## config.mk

```make
export PLATFORM = sky130hd
export DESIGN_NAME = combo_pipe
export DESIGN_NICKNAME = d
export VERILOG_FILES = /design/src/rtl/combo_pkg.sv /design/src/rtl/combo_pipe_prio_encoder.sv /design/src/rtl/combo_pipe.sv
export SDC_FILE = /design/constraint.sdc
export NUM_CORES = 1
export LEC_CHECK = 0
export BUFFER_PORTS_ARGS = -buffer_cell sky130_fd_sc_hd__buf_2
export CAP_MARGIN = 10
export CORE_MARGIN = 4
export CORE_UTILIZATION = 46
export CTS_CLUSTER_DIAMETER = 150
export DETAILED_ROUTE_END_ITERATION = 10
export PLACE_DENSITY = 0.77
export SYNTH_ARGS = -nofsm -noshare
export SYNTH_HDL_FRONTEND = slang
export SYNTH_SLANG_ARGS = --single-unit
```

## constraint.sdc

```tcl
create_clock -name clk -period 1.9 [get_ports clk]
set_input_delay 0 -clock clk [delete_from_list [all_inputs] [get_ports clk]]
set_output_delay 0 -clock clk [all_outputs]
set_load 0.05 [all_outputs]
```

## src/rtl/combo_pkg.sv

```systemverilog
// ---------------------------------------------------------------------------
// combo_pkg
//  Shared definitions for the combo_pipe unit.
//  - choice_t : operation selector carried on the 'choice' port
//               (mux, priority encoder, binary decoder, illegal).
//  - is_legal : helper telling whether a selection counts as a real op.
// ---------------------------------------------------------------------------
package combo_pkg;

   typedef enum logic [1:0] {
      CH_MUX = 2'b00,
      CH_ENC = 2'b01,
      CH_DEC = 2'b10,
      CH_ILL = 2'b11
   } choice_t;

   // Only the illegal code is excluded from the operation count, so a
   // single helper keeps that rule in one place.
   function automatic logic is_legal(input choice_t ch);
      return (ch != CH_ILL);
   endfunction

endpackage : combo_pkg

```

## src/rtl/combo_pipe_prio_encoder.sv

```systemverilog
// ---------------------------------------------------------------------------
// prio_encoder
//  Combinational highest-set-bit encoder.
//  Ports:
//    req   in   2**ENC_W  request vector
//    idx   out  ENC_W     index of the highest set bit (0 when req==0)
//    valid out  1         at least one request bit is set
// ---------------------------------------------------------------------------
module prio_encoder #(
   parameter int ENC_W = 2
) (
   input  logic [2**ENC_W-1:0] req,
   output logic [ENC_W-1:0]    idx,
   output logic                valid
);

   localparam int N_REQ = 2**ENC_W;

   // Scan from bit 0 upward and let every later hit overwrite the earlier
   // one, so the highest set bit is what remains at the end of the loop.
   always_comb begin
      idx   = '0;
      valid = 1'b0;
      for (int i = 0; i < N_REQ; i++) begin
         if (req[i]) begin
            idx   = ENC_W'(i);
            valid = 1'b1;
         end
      end
   end

endmodule : prio_encoder

```

## src/rtl/combo_pipe.sv

```systemverilog
// ---------------------------------------------------------------------------
// combo_pipe
//  Registered mux / priority-encoder / decoder unit behind a valid/ready
//  handshake. One request is accepted per cycle when the single-entry
//  output register is empty or being drained; the result appears one cycle
//  after acceptance and is held while the consumer stalls.
//  Ports:
//    clk, rst_n         clock (rising edge), async active-low reset
//    in_valid/in_ready  request handshake (in_ready is combinational)
//    choice             00 mux, 01 encoder, 10 decoder, 11 illegal
//    sel, mux_in        mux select and data
//    enc_in             encoder request vector
//    dec_in             decoder binary input
//    cnt_clr            synchronous clear of op_count
//    out_valid/out_ready result handshake
//    mux_out, enc_out, enc_valid, dec_out, err_illegal   registered beat
//    op_count           saturating count of accepted legal operations
// ---------------------------------------------------------------------------
module combo_pipe
   import combo_pkg::*;
#(
   parameter int SEL_W = 2,
   parameter int ENC_W = 2,
   parameter int DEC_W = 2,
   parameter int CNT_W = 8
) (
   input  logic                clk,
   input  logic                rst_n,
   input  logic                in_valid,
   output logic                in_ready,
   input  logic [1:0]          choice,
   input  logic [SEL_W-1:0]    sel,
   input  logic [2**SEL_W-1:0] mux_in,
   input  logic [2**ENC_W-1:0] enc_in,
   input  logic [DEC_W-1:0]    dec_in,
   input  logic                cnt_clr,
   output logic                out_valid,
   input  logic                out_ready,
   output logic                mux_out,
   output logic [ENC_W-1:0]    enc_out,
   output logic                enc_valid,
   output logic [2**DEC_W-1:0] dec_out,
   output logic                err_illegal,
   output logic [CNT_W-1:0]    op_count
);

   localparam int N_DEC = 2**DEC_W;
   localparam logic [CNT_W-1:0] CNT_MAX = {CNT_W{1'b1}};

   choice_t          ch;
   logic             accept;
   logic             legal_accept;
   logic [ENC_W-1:0] enc_idx;
   logic             enc_hit;

   logic             nxt_mux;
   logic [ENC_W-1:0] nxt_enc;
   logic             nxt_enc_valid;
   logic [N_DEC-1:0] nxt_dec;
   logic             nxt_err;

   assign ch = choice_t'(choice);

   // in_ready is held low while reset is asserted so the unit reports no
   // capacity until it is actually able to register a request.
   assign in_ready     = rst_n & (~out_valid | out_ready);
   assign accept       = in_valid & in_ready;
   assign legal_accept = accept & is_legal(ch);

   prio_encoder #(
      .ENC_W (ENC_W)
   ) u_prio_encoder (
      .req   (enc_in),
      .idx   (enc_idx),
      .valid (enc_hit)
   );

   // Build the next beat: only the field belonging to the selected
   // operation carries data, every other field of the beat is zero.
   always_comb begin
      nxt_mux       = 1'b0;
      nxt_enc       = '0;
      nxt_enc_valid = 1'b0;
      nxt_dec       = '0;
      nxt_err       = 1'b0;
      case (ch)
         CH_MUX: nxt_mux = mux_in[sel];
         CH_ENC: begin
            nxt_enc       = enc_idx;
            nxt_enc_valid = enc_hit;
         end
         CH_DEC: nxt_dec = N_DEC'(1) << dec_in;
         CH_ILL: nxt_err = 1'b1;
      endcase
   end

   // Single-entry output register. A new beat loads whenever a request is
   // accepted, which also covers the drain-and-refill case with no bubble.
   // Draining without a new request only drops out_valid; the data fields
   // keep their old contents since nobody looks at them then.
   always_ff @(posedge clk or negedge rst_n) begin
      if (!rst_n) begin
         out_valid   <= 1'b0;
         mux_out     <= 1'b0;
         enc_out     <= '0;
         enc_valid   <= 1'b0;
         dec_out     <= '0;
         err_illegal <= 1'b0;
      end else if (accept) begin
         out_valid   <= 1'b1;
         mux_out     <= nxt_mux;
         enc_out     <= nxt_enc;
         enc_valid   <= nxt_enc_valid;
         dec_out     <= nxt_dec;
         err_illegal <= nxt_err;
      end else if (out_ready) begin
         out_valid   <= 1'b0;
      end
   end

   // Operation counter. A clear wins over the increment but still counts a
   // legal request accepted in the same cycle, so it restarts at 1 then.
   always_ff @(posedge clk or negedge rst_n) begin
      if (!rst_n) begin
         op_count <= '0;
      end else if (cnt_clr) begin
         op_count <= legal_accept ? CNT_W'(1) : '0;
      end else if (legal_accept && (op_count != CNT_MAX)) begin
         op_count <= op_count + CNT_W'(1);
      end
   end

endmodule : combo_pipe

```

==> parameters.txt <==
Parameter                              Value

Synth
  Flip-flop and latch count after synthesis ... 18
  Yosys warning count ... 0
  Syn Area/Cell ... 9.720 µm²
  Post-Synthesis Cell Area ... 923.4 µm²
  Post-synthesis sequential area ratio ... 48.78%
  Instance count of the mapped netlist ... 95
  Number of distinct library cells after synthesis ... 35
  Syn nets ... 115

Drt
  Antenna Violating Nets Remaining ... 0
  Average detailed-routed wire length per instance ... 14.09 µm
  DRT Pass-1 Iters ... 4
  Mean number of vias per cell ... 5.394
  Total wire length after detailed routing ... 2.325 mm
  Total via count after detailed routing ... 890
  Number of DRC markers in iteration 0 ... 27
  Number of DRC violations after detailed routing ... 0

Layout
  NumNets Final ... 161
  Area growth from synthesis to final layout ... 32.93%
  Core occupancy in the finished layout ... 67.42%
  Number of inserted diodes ... 0
  Count of placed standard cells in the final layout, fillers left out ... 165
  Fraction of final layout cells with drive strength greater than 1 ... 35.71%

Timing
  Remaining max-slew budget at the tightest pin ... 75.06%
  Post-route clock period utilization ... 92.99%
  Finish-stage setup viols ... 0
  Clock skew after layout ... 0.003695 ns
  Total negative setup slack ... 0 ns
  RSZ-0062 raised after global routing ... no
  Tmin final ... 1.767 ns
  Total count of max-transition violations in the final report ... 0
  Fmax ... 0.5660 GHz
  Fin Hold WS ... 0.007856 ns
  Count of final hold-check violations ... 0
  Slew of the pin with the lowest slew margin ... 0.3688 ns

Outcome
  Run status ... completed

GRT
  First-pass GRT wire length ... 3.815 mm
  Total Routing Usage GR ... 18.69%
  Remaining global-route overflow ... 0
  Vias in the first global route ... 878
  Number of antenna violations at the first check in global routing ... 0
  Pin count of the biggest net entering global routing ... 21

Floorplanning
  Number of top-level pins ... 38
  Die extent in x ... 52.81 µm
  Die Outline Area ... 0.002788 mm²
  Starting utilization of the core area ... 50.72%
  Number of rows created at floorplan ... 15
  Die H ... 52.81 µm
  Core area ... 0.001821 mm²

Setup path
  Critical path destination ... op_count[6]
  Setup slack of the worst register-to-register path ... 0.13 ns
  Worst Path Max Fanout ... 9
  Arrival time at the worst endpoint ... 1.99 ns
  End of the worst register-to-register path ... op_count[6]
  Reg-to-reg startpoint ... out_valid
  Critical path data required time ... 2.12 ns
  Worst Setup End Kind ... register
  Logic depth of the worst register-to-register path ... 4
  Critical path origin ... out_valid
  Crit start category ... register
  Class of the most critical setup path ... reg2reg

Pwr
  Leakage ... 0.5951 nW
  Overall power consumption ... 0.0008673 W
  Ratio of total power to cell area ... 706.6 mW/mm²
  Peak supply drop ... 0.4109 mV

Hold path
  Class of the tightest hold or removal check ... in2reg

Placed design
  Placed wire-length estimate ... 1.770 mm
  Placer congestion estimate ... 0.7341
  Count of buffers from port buffering ... 37
  Number of cells after detailed placement ... 157

Clock network
  Maximum root-to-sink buffer count ... 2
  TritonCTS clock tree ... yes
  Worst-path clk slew ... 0.11 ns
  Clock latency at the later pin of the worst-skew pair ... 0.29 ns
  H-tree depth reported by CTS ... 1
  CTS buffer count ... 3
  TritonCTS sink count ... 18
  CTS root buf ... clkbuf_4

Run
  Maximum capacitance violations ... 0
area by class of cell:
| type | instances | area [µm²] |
|---|---|---|
| inverters | 4 | 15.01 |
| fillers | 164 | 593.1 |
| multi-input cells | 70 | 445.4 |
| flip-flops and latches | 18 | 451.7 |
| well taps | 25 | 31.28 |
| clock buffers | 4 | 36.28 |
| repair buffers | 44 | 247.7 |
through the flow:
step                setup slack (ns)  cell area [µm²]
global route                 0.06547             1227
global placement              0.1994             1151
finish                        0.1331             1227
CTS                           0.1344             1227
detailed placement            0.1561             1151
floorplan                    0.06309            924.6
critical path, stage by stage, from the launching register on:
cell and delay, ns:
dfrtp_2 0.42, nor2b_4 0.14, or3_1 0.49, or4_1 0.50, a21oi_1 0.15
cell usage after synthesis, drive strengths merged:
master / number / area (µm²)
clkbuf: 1 / 3.750
nand4: 2 / 12.51
and2: 3 / 21.27
o41ai: 1 / 8.760
a21oi: 8 / 40.04
buf: 2 / 8.750
nor3b: 1 / 7.510
a22o: 2 / 17.52
mux4: 1 / 22.52
or3: 2 / 12.51
or4: 1 / 7.510
mux2i: 1 / 10.01
o31ai: 6 / 45.04
nand2: 12 / 45.04
nor3: 2 / 10.01
nor2b: 1 / 13.76
nand2b: 3 / 18.77
and3: 1 / 6.260
or4b: 1 / 10.01
ha: 1 / 12.51
nor4b: 1 / 8.760
a31oi: 1 / 6.260
nor4: 2 / 18.77
o32ai: 1 / 8.760
o21ai: 4 / 20.02
or2: 1 / 6.260
dfrtp: 18 / 450.4
nor2: 5 / 18.77
nand3b: 1 / 7.510
a311oi: 1 / 8.760
inv: 4 / 15.01
nand3: 4 / 20.02
per-layer routing:
layer,share of wire [%],vias to the layer above,global-route usage [%]
met5,0,-,0
met4,1.2,0,6.383
met3,5.3,4,3.704
met2,51,24,31.20
met1,42,423,23.88
li1,-,439,-
cell families (layout without fill, tap and decap cells):
group                      Yosys count  in the layout  synth area share (%)
and+or+nand+nor                     43             43                 26.56
muxes                                2              2                 3.523
AOI/OAI and AO/OA                   24             24                 16.80
buffers and inverters                7             52                 2.979
adders and majority gates            1              1                 1.355
DFF                                 18             18                 48.78
placed cells by master (no fill, tap or decap), types with 4 or more instances in the layout:
cell	synthesis	final
a21oi_1	8	8
buf_2	1	37
dfrtp_1	18	17
dlygate4sd3_1	0	4
inv_1	4	4
nand2_1	12	12
nand3_1	4	4
nor2_1	5	5
o21ai_0	4	4
o31ai_1	6	6
report_power, final:
group	internal [W]	switching [W]	total, W	leakage [nW]
sequential	0.000405	0.0000119	0.000417	0.242
combinational	0.0000632	0.000149	0.000212	0.333
clock	0.000117	0.000122	0.000238	0.0210
flip-flops by register name, summed over array words and instances, names as in the netlist:
register	flops
op_count	8
dec_out	4
enc_out	2
enc_valid	1
err_illegal	1
mux_out	1
out_valid	1
worst min path at each step:
stage / startpoint / end / depth (start not counted)
after floorplan: rst_n / dec_out[0] / 0
after global placement: rst_n / enc_out[0] / 2
after detailed placement: rst_n / enc_out[0] / 2
after CTS: dec_in[0] / dec_out[1] / 3
after global routing: dec_in[0] / dec_out[1] / 3
final: dec_in[0] / dec_out[1] / 3
what timing repair did:
action,4_1_cts,5_1_grt
setup buffers,0,0
endpoints found under the hold margin,29,0
hold buffers,4,0
gates resized for setup,0,0
No activity file was read; power rests on OpenSTA's default activity.
